[config.mk]
export PLATFORM = sky130hd
export DESIGN_NAME = s_axi_lite_regbank
export DESIGN_NICKNAME = d
export VERILOG_FILES = /design/src/rtl/s_axi_lite_regbank.sv
export SDC_FILE = /design/constraint.sdc
export NUM_CORES = 1
export LEC_CHECK = 0
export ABC_AREA = 1
export BUFFER_PORTS_ARGS = -buffer_cell sky130_fd_sc_hd__buf_2
export CAP_MARGIN = 0
export CORE_AREA = 2 2 458 460
export DETAILED_ROUTE_END_ITERATION = 7
export DIE_AREA = 0 0 460 462
export PLACE_DENSITY_LB_ADDON = 0.3
export SYNTH_ARGS = -nofsm -noshare
export SYNTH_HDL_FRONTEND = slang
export SYNTH_SLANG_ARGS = --single-unit
export TNS_END_PERCENT = 1
[constraint.sdc]
create_clock -name s_axi_clk -period 6.7 [get_ports s_axi_clk]
set_clock_uncertainty 0.2 [all_clocks]
set_input_delay 0 -clock s_axi_clk [delete_from_list [all_inputs] [get_ports s_axi_clk]]
set_output_delay 0 -clock s_axi_clk [all_outputs]
set_load 0.05 [all_outputs]
[src/rtl/s_axi_lite_regbank.sv]
`timescale 1ns/1ps
// Purpose: AXI4-Lite slave CSR bank. RW registers are exported on reg_out; RO registers are read live from reg_in.
// Latency: write response one edge after AW and W are both held; read data one edge after the AR handshake.
// Backpressure: one write and one read in flight; AW/W readies stay low until B is taken; AR stays low until R is taken.
// Ports: s_axi_* AXI4-Lite slave (clock s_axi_clk, async active-low s_axi_resetn);
//        reg_out/reg_in flat per-register vectors (register i at [i*DATA_WIDTH +: DATA_WIDTH]);
//        reg_wr_stb one-cycle pulse per register on each successful write commit.
module s_axi_lite_regbank #(
    parameter int                    DATA_WIDTH = 32,
    parameter int                    ADDR_WIDTH = 32,
    parameter int                    NUM_REGS   = 16,
    parameter logic [ADDR_WIDTH-1:0] BASE_ADDR  = '0,
    parameter logic [NUM_REGS-1:0]   RO_MASK    = '0
) (
    input  logic                           s_axi_clk,
    input  logic                           s_axi_resetn,
    input  logic                           s_axi_awvalid,
    input  logic [ADDR_WIDTH-1:0]          s_axi_awaddr,
    output logic                           s_axi_awready,
    input  logic                           s_axi_wvalid,
    input  logic [DATA_WIDTH-1:0]          s_axi_wdata,
    input  logic [DATA_WIDTH/8-1:0]        s_axi_wstrb,
    output logic                           s_axi_wready,
    output logic                           s_axi_bvalid,
    output logic [1:0]                     s_axi_bresp,
    input  logic                           s_axi_bready,
    input  logic                           s_axi_arvalid,
    input  logic [ADDR_WIDTH-1:0]          s_axi_araddr,
    output logic                           s_axi_arready,
    output logic                           s_axi_rvalid,
    output logic [DATA_WIDTH-1:0]          s_axi_rdata,
    output logic [1:0]                     s_axi_rresp,
    input  logic                           s_axi_rready,
    output logic [NUM_REGS*DATA_WIDTH-1:0] reg_out,
    input  logic [NUM_REGS*DATA_WIDTH-1:0] reg_in,
    output logic [NUM_REGS-1:0]            reg_wr_stb
);
    localparam int NBYTES = DATA_WIDTH / 8;
    localparam int LSB    = $clog2(NBYTES);

    logic                           ready_en;
    logic                           aw_held;
    logic                           w_held;
    logic [ADDR_WIDTH-1:0]          aw_addr;
    logic [DATA_WIDTH-1:0]          w_data;
    logic [NBYTES-1:0]              w_strb;
    logic [NUM_REGS*DATA_WIDTH-1:0] regs_q;
    logic                           bvalid_q;
    logic [1:0]                     bresp_q;
    logic                           rvalid_q;
    logic [1:0]                     rresp_q;
    logic [DATA_WIDTH-1:0]          rdata_q;
    logic [NUM_REGS-1:0]            wr_stb_q;

    logic                           aw_hs, w_hs, b_hs, ar_hs, r_hs, do_commit;
    logic [NUM_REGS-1:0]            wr_hit, rd_hit;
    logic                           wr_err, rd_err;
    logic [DATA_WIDTH-1:0]          rd_val;

    function automatic logic [ADDR_WIDTH-1:0] word_idx(input logic [ADDR_WIDTH-1:0] addr);
        return (addr - BASE_ADDR) >> LSB;
    endfunction

    assign s_axi_awready = ready_en & ~aw_held & ~bvalid_q;
    assign s_axi_wready  = ready_en & ~w_held & ~bvalid_q;
    assign s_axi_arready = ready_en & ~rvalid_q;
    assign s_axi_bvalid  = bvalid_q;
    assign s_axi_bresp   = bresp_q;
    assign s_axi_rvalid  = rvalid_q;
    assign s_axi_rresp   = rresp_q;
    assign s_axi_rdata   = rdata_q;
    assign reg_wr_stb    = wr_stb_q;

    assign aw_hs = s_axi_awvalid & s_axi_awready;
    assign w_hs  = s_axi_wvalid & s_axi_wready;
    assign b_hs  = bvalid_q & s_axi_bready;
    assign ar_hs = s_axi_arvalid & s_axi_arready;
    assign r_hs  = rvalid_q & s_axi_rready;

    // Both halves held and no response pending; bvalid blocks a second commit
    // of the same transaction while waiting for bready.
    assign do_commit = aw_held & w_held & ~bvalid_q;

    // One-hot decode. An address below BASE_ADDR or past the last register
    // hits nothing, so "no hit" is exactly the decode-error condition.
    always_comb begin
        wr_hit = '0;
        rd_hit = '0;
        for (int i = 0; i < NUM_REGS; i++) begin
            wr_hit[i] = (aw_addr >= BASE_ADDR) && (word_idx(aw_addr) == ADDR_WIDTH'(i));
            rd_hit[i] = (s_axi_araddr >= BASE_ADDR) && (word_idx(s_axi_araddr) == ADDR_WIDTH'(i));
        end
    end

    assign wr_err = ~|(wr_hit & ~RO_MASK);
    assign rd_err = ~|rd_hit;

    always_comb begin
        rd_val = '0;
        for (int i = 0; i < NUM_REGS; i++) begin
            if (rd_hit[i]) begin
                rd_val = RO_MASK[i] ? reg_in[i*DATA_WIDTH +: DATA_WIDTH]
                                    : regs_q[i*DATA_WIDTH +: DATA_WIDTH];
            end
        end
    end

    always_ff @(posedge s_axi_clk or negedge s_axi_resetn) begin
        if (!s_axi_resetn) begin
            ready_en <= 1'b0;
            aw_held  <= 1'b0;
            w_held   <= 1'b0;
            aw_addr  <= '0;
            w_data   <= '0;
            w_strb   <= '0;
            regs_q   <= '0;
            bvalid_q <= 1'b0;
            bresp_q  <= 2'b00;
            rvalid_q <= 1'b0;
            rresp_q  <= 2'b00;
            rdata_q  <= '0;
            wr_stb_q <= '0;
        end else begin
            ready_en <= 1'b1;
            wr_stb_q <= '0;

            if (aw_hs) begin
                aw_held <= 1'b1;
                aw_addr <= s_axi_awaddr;
            end
            if (w_hs) begin
                w_held <= 1'b1;
                w_data <= s_axi_wdata;
                w_strb <= s_axi_wstrb;
            end

            if (do_commit) begin
                bvalid_q <= 1'b1;
                bresp_q  <= wr_err ? 2'b10 : 2'b00;
                // Strobe fires on a good commit even with all byte enables low.
                wr_stb_q <= wr_hit & ~RO_MASK;
                for (int i = 0; i < NUM_REGS; i++) begin
                    if (wr_hit[i] && !RO_MASK[i]) begin
                        for (int b = 0; b < NBYTES; b++) begin
                            if (w_strb[b]) begin
                                regs_q[i*DATA_WIDTH + b*8 +: 8] <= w_data[b*8 +: 8];
                            end
                        end
                    end
                end
            end else if (b_hs) begin
                bvalid_q <= 1'b0;
                aw_held  <= 1'b0;
                w_held   <= 1'b0;
            end

            // Reads see regs_q before any same-edge write commit lands.
            if (ar_hs) begin
                rvalid_q <= 1'b1;
                rdata_q  <= rd_val;
                rresp_q  <= rd_err ? 2'b10 : 2'b00;
            end else if (r_hs) begin
                rvalid_q <= 1'b0;
            end
        end
    end

    // RO slots export zero; their storage is never written.
    for (genvar g = 0; g < NUM_REGS; g++) begin : g_out
        assign reg_out[g*DATA_WIDTH +: DATA_WIDTH] =
            RO_MASK[g] ? '0 : regs_q[g*DATA_WIDTH +: DATA_WIDTH];
    end

endmodule

Yosys cells after proc, flatten, opt, wreduce, memory -nomap -nowiden
Cells that the tools add are included.
- equal/unequal tests: 30
- bitwise gates (word level): 16
- mux-type cells: 29
- magnitude comparators: 2
- reduce and logical (&&, ||, !) cells: 102
- operators with widths (operator ; count):
    32-bit 2-to-1 mux ; 16
    30-bit by 4-bit == test with 1-bit output, second input constant ; 16
    30-bit by 3-bit == test with 1-bit output, second input constant ; 8
    3-bit AND reduction ; 64
    30-bit by 2-bit == test with 1-bit output, second input constant ; 4
    32-bit by 1-bit >= comparator with 1-bit output, second input constant ; 2
    32-bit logical NOT ; 2
    30-bit by 1-bit == test with 1-bit output, second input constant ; 2
    1-bit logical AND ; 32
    16-bit OR reduction ; 2
    16-bit 2-to-1 mux ; 1
    1-bit bitwise AND ; 12
    1-bit 2-to-1 mux ; 10
    2-bit 2-to-1 mux ; 2
    1-bit inverter ; 4
    2-bit nonzero test ; 2
- word-level logic and storage cells: 255
- output and inout port bits: 569
- bits of input ports: 619
- bits in registers: 637

Logic depth before layout (Yosys ltp)
- depth in word-level cells: 18
- gate-level depth with buffers: 23
- depth with buffers taken out: 23

Worst setup path before layout
No wires, ideal clock.
- kind: register to register
- start point: reg bvalid_q (netlist: s_axi_bvalid)
- end point: reg aw_addr[10]
- stages on the path, launching flop included: 5
- path buffers: 1
- arrival: 2.844 ns
- path slack: 3.531 ns
- path through: dfrtp_1 > nor3_1 > nand2_1 > clkbuf_1 > mux2_2
- word-level cells in the longest chain between the ends: 3
- RTL lines (element ; RTL line ; text):
    from (decl) ; 48 ; logic bvalid_q;
    from (signal assigned) ; 117 ; bvalid_q <= 1'b0;
    from (signal assigned) ; 138 ; bvalid_q <= 1'b1;
    from (signal assigned) ; 152 ; bvalid_q <= 1'b0;
    1-bit inverter ; 64 ; assign s_axi_awready = ready_en & ~aw_held & ~bvalid_q;
    1-bit bitwise AND ; 64 ;
    net s_axi_awready ; 19 ; output logic s_axi_awready,
    1-bit bitwise AND ; 74 ; assign aw_hs = s_axi_awvalid & s_axi_awready;
    to (signal assigned) ; 129 ; aw_addr <= s_axi_awaddr;
    to (decl) ; 44 ; logic [ADDR_WIDTH-1:0] aw_addr;
The timed path passes the listed nets, and every way through them passes these cells.
A chain may end at the register's enable or synchronous reset.

Final worst setup path
- start point: reg aw_addr[23]
- end point: reg regs_q[13] (netlist: reg_out[13])
- word-level cells in the longest chain between the ends: 3
- elaborated cells on any way between the ends: 4
- RTL lines (element ; RTL line ; text):
    32-bit by 1-bit >= comparator with 1-bit output / 32-bit logical NOT (equally long branches) ; 90 ; wr_hit[i] = (aw_addr >= BASE_ADDR) && (word_idx(aw_addr) == ADDR_WIDTH'(i));
    1-bit logical AND (*) ; 90 ;
    3-bit AND reduction (no source line) (*) ; - ;
    to (signal, indexed assignment) ; 146 ; regs_q[i*DATA_WIDTH + b*8 +: 8] <= w_data[b*8 +: 8];
    to (decl) ; 47 ; logic [NUM_REGS*DATA_WIDTH-1:0] regs_q;
Every way passes the cells marked *; elsewhere a longest branch is shown, timed or not.

==> results by stage <==
Worst setup path:
- The kind of capture point of the worst setup path is a flop.
- The worst register-to-register path ends at reg_out[13]$_DFFE_PN0P_.
- In this run the register-to-register setup slack is 2.51 ns.
- At the worst endpoint, the required time is 7.03 ns.
- The worst register-to-register path begins at aw_addr[23]$_DFFE_PN0P_.
- At the worst endpoint, the arrival time is 4.53 ns.
- The kind of start point of the critical path is a flop.
- By startpoint and endpoint, the worst setup path is classified as flop to flop.
- In this run the worst path has a maximum fanout of 16.
- The depth of the most critical reg-to-reg path is 8.

Clock tree:
- The number of clock buffers added by TritonCTS is 80.
- Clock-pin slew was measured on the worst setup and hold paths at 0.06 ns.
- The number of setup buffers added after CTS is 0.
- The clock passes through at most 3 buffers.
- The depth of the CTS H-tree is 3.
- The clock tree root buffer cell is clkbuf_16.
- The number of sinks driven by the clock tree is 633.
- In this run, post-CTS repair resized a total of 0 instances.
- The clock tree from TritonCTS is yes.
- The clock network latency to the later pin of the worst-skew pair is 0.71 ns.
- Buffers inserted to repair hold after CTS numbered 195.

Synth:
- For this run, the leading register cell type out of synthesis is dfrtp_1.
- The synthesized design contains 633 register bits.
- Counting flops with an async set or reset pin after synthesis yields a share of 100%.
- The instance count of the mapped netlist is 3338.
- The post-synthesis cell type count is 46.
- The synthesized area divided by synthesized cell count is 8.44 um^2.
- The mapped netlist covers 28200 um^2.
- Of the synthesized area, sequential elements account for 56.2%.
- The count of warnings emitted by yosys is 0.
- The synthesized design contains 0 enable-type register cells.

STA:
- The number of hold-slack violations in the final timing report is 0.
- The slew at the pin closest to its max-slew limit is 1.24 ns.
- The worst max-slew margin expressed relative to the limit is 16.8%.
- The highest achievable clock rate is 239 MHz.
- The number of pins with negative max-slew slack in the final report came to 0.
- Setup violations remaining at the end of the flow were counted as 0.
- The final critical path takes up 62.6% of the cycle.
- The minimum period implied by the final worst setup slack is 4.19 ns.
- Setup repair after global routing left no endpoint under its margin.
- Setup slack on the critical path of the routed design comes to 2.51 ns.
- Summed over all failing endpoints, the final setup total negative slack is 0 ns.

Pwr:
- The net switching power figure is 0.00381 W.
- The clock network power share is 41.9%.
- The overall power of the completed layout is 0.0111 W.
- Of the total power, registers draw 38.0%.
- The total power divided by cell area is 280 nW/um^2.
- Across the VDD grid, the largest voltage drop is 0.266 mV.
- Of the total power, combinational logic draws 20.1%.
- The switching share of power is 34.3%.
- The leakage power summed over all cells is 19.7 nW.
- Cell internal power was estimated by the tool at 0.00730 W.

Route:
- The number of iterations in the first detailed-routing pass is 6.
- For this block, the via count after detailed routing is 28000.
- The remaining antenna violation count is 0.
- In the routed layout, each cell is associated on average with a via count of 4.01.
- Dividing the detail-routed wire length by the instance count gives 26.3 um.
- For this block, the initial DRC count from the detailed router was 2494.
- After detailed routing, the number of remaining DRC violations is 0.
- The routed wire length is 183 mm.

Global routing:
- Global routing used 16.7% of the available tracks across all layers.
- The initial antenna violation count is 37.
- The first global-routing pass estimated 241 mm of wire.
- For this run the aggregate overflow at the end of global routing stands at 0.
- The number of global-route vias before repair was 26700.
- Entering global routing, the biggest net connects 155 pins.

Final layout:
- Leaving out fill and tap cells, the most frequent cells in the layout are 1080 x nand2_1, 668 x buf_2, 633 x dfrtp_1.
- Summing all non-filler instances in the final layout gives an area of 39700 um^2.
- The most frequent standard cell in the layout excluding fill and tap cells is nand2_1.
- The post-synthesis to final-layout area growth is 40.7%.
- The filler cells instantiated in the layout total 23400.
- At the end of the flow the core is filled with cells to 19.1%.
- The fraction of final layout cells sized beyond drive strength 1 is 23.6%.
- After the last flow step, the layout net total stands at 4792.

Placed design:
- The total of buffers placed on input and output ports is 669.
- At the end of routability-driven placement, the weighted congestion stood at 0.835.
- The post-placement cell area is 34900 um^2.
- The setup slack at placement is 1.96 ns.
- Detailed placement ended at an HPWL of 144 mm.

Hold path:
- The class of the tightest hold or removal check is input port to flop.
- The count of cells along the worst hold path is 5.
- The start point of the worst min-delay path is s_axi_wvalid.
- The worst hold path terminates at w_data[7]$_DFFE_PN0P_.

Die:
- The total core area is 208000 um^2.
- The die covers 213000 um^2.
- The vertical extent of the die is 462 um.
- Measured along the x axis, the die boundary spans 460 um.
- The initial utilization of the core area, before any placement, comes to 13.5%.
- For this design the top-level I/O count stands at 1188.
- The number of cell rows is 168.

Flow run:
- Max-cap violations in this run came to 0.

Run status:
- The run finished with clean final reports.
cell families after synthesis:
| kind of cell | share of synthesized area [%] |
|---|---|
| DFF | 56.2 |
| buffers and inverters | 5.32 |
| and+or+nand+nor | 23.1 |
| other | 0.0266 |
| muxes | 1.18 |
| AOI/OAI and AO/OA | 14.1 |
state kept, by name (all words and copies together), names as in the netlist:
register,flops
aw_addr,30
aw_held,1
ready_en,1
reg_out,512
reg_wr_stb,16
s_axi_bresp,1
s_axi_bvalid,1
s_axi_rdata,32
s_axi_rresp,1
s_axi_rvalid,1
w_data,32
w_held,1
w_strb,4
worst max-delay path by stage:
stage,slack (ns),cells after the start,startpoint,endpoint
after floorplan,3.53,4,s_axi_bvalid$_DFFE_PN0P_,aw_addr[10]$_DFFE_PN0P_
after global placement,1.96,23,s_axi_araddr[6],s_axi_rdata[10]$_DFFE_PN0P_
after detailed placement,1.96,23,s_axi_araddr[6],s_axi_rdata[10]$_DFFE_PN0P_
after CTS,2.49,8,aw_addr[23]$_DFFE_PN0P_,reg_out[13]$_DFFE_PN0P_
after global routing,2.34,8,aw_addr[23]$_DFFE_PN0P_,reg_out[374]$_DFFE_PN0P_
final,2.51,8,aw_addr[23]$_DFFE_PN0P_,reg_out[13]$_DFFE_PN0P_
area by class of cell:
class                   instances  area (um^2)  share of cell area (%)
repair buffers                933         5900                    14.9
multi-input cells            2328        11000                    27.6
diodes                         26         65.1                   0.164
well taps                    2720         3400                    8.58
flip-flops and latches        633        15800                    39.9
inverters                     197          742                    1.87
clock inverters                24          352                   0.886
clock buffers                 114         2400                    6.06
power groups by stage:
| stage | clock [W] | combinational, W | sequential (W) |
|---|---|---|---|
| global route | 0.00491 | 0.00241 | 0.00425 |
| finish | 0.00465 | 0.00223 | 0.00422 |
| CTS | 0.00481 | 0.00229 | 0.00422 |
| floorplan | 0 | 0.000697 | 0.00427 |
| global placement | 0 | 0.00200 | 0.00428 |
| detailed placement | 0 | 0.00201 | 0.00429 |
Yosys cell counts, types with 15 or more instances:
cell	count	share of area, %
nand3_1	89	1.6
dfrtp_1	633	56
buf_2	27	0.48
o21ai_0	544	9.7
nand2_1	1081	14
o221a_2	15	0.60
o21ai_1	43	0.76
clkbuf_1	137	1.8
inv_1	182	2.4
mux2_2	26	1.0
nand4_1	51	1.1
nor2_1	216	2.9
nor3_1	34	0.60
a221oi_1	37	1.1
a21oi_1	80	1.4
through the flow:
stage               hold slack, ns  cells
floorplan                   -0.496   3339
global placement            -0.139   6616
detailed placement          -0.143   6616
CTS                         0.0135   6949
global route                0.0688   6953
finish                      0.0814   6975
routing by layer:
metal / GRT usage [%] / wire [um] / part of all wire (%) / up-vias
li1: - / - / - / 12700
met1: 23.4 / 85400 / 47 / 13800
met2: 24.4 / 76000 / 41 / 1271
met3: 5.20 / 17300 / 9.4 / 174
met4: 4.60 / 4650 / 2.5 / 2
met5: 0 / 13 / 0.0071 / -
critical path, stage by stage (launching register included):
cell,delay (ns)
dfrtp_1,0.39
nor4_2,0.31
nand4_2,0.73
nor2_2,0.39
nand4_1,0.60
nor3_4,0.75
nand2_2,0.40
nand2_1,0.14
o21ai_1,0.07
Note: power is estimated with default switching activity, not from simulation.
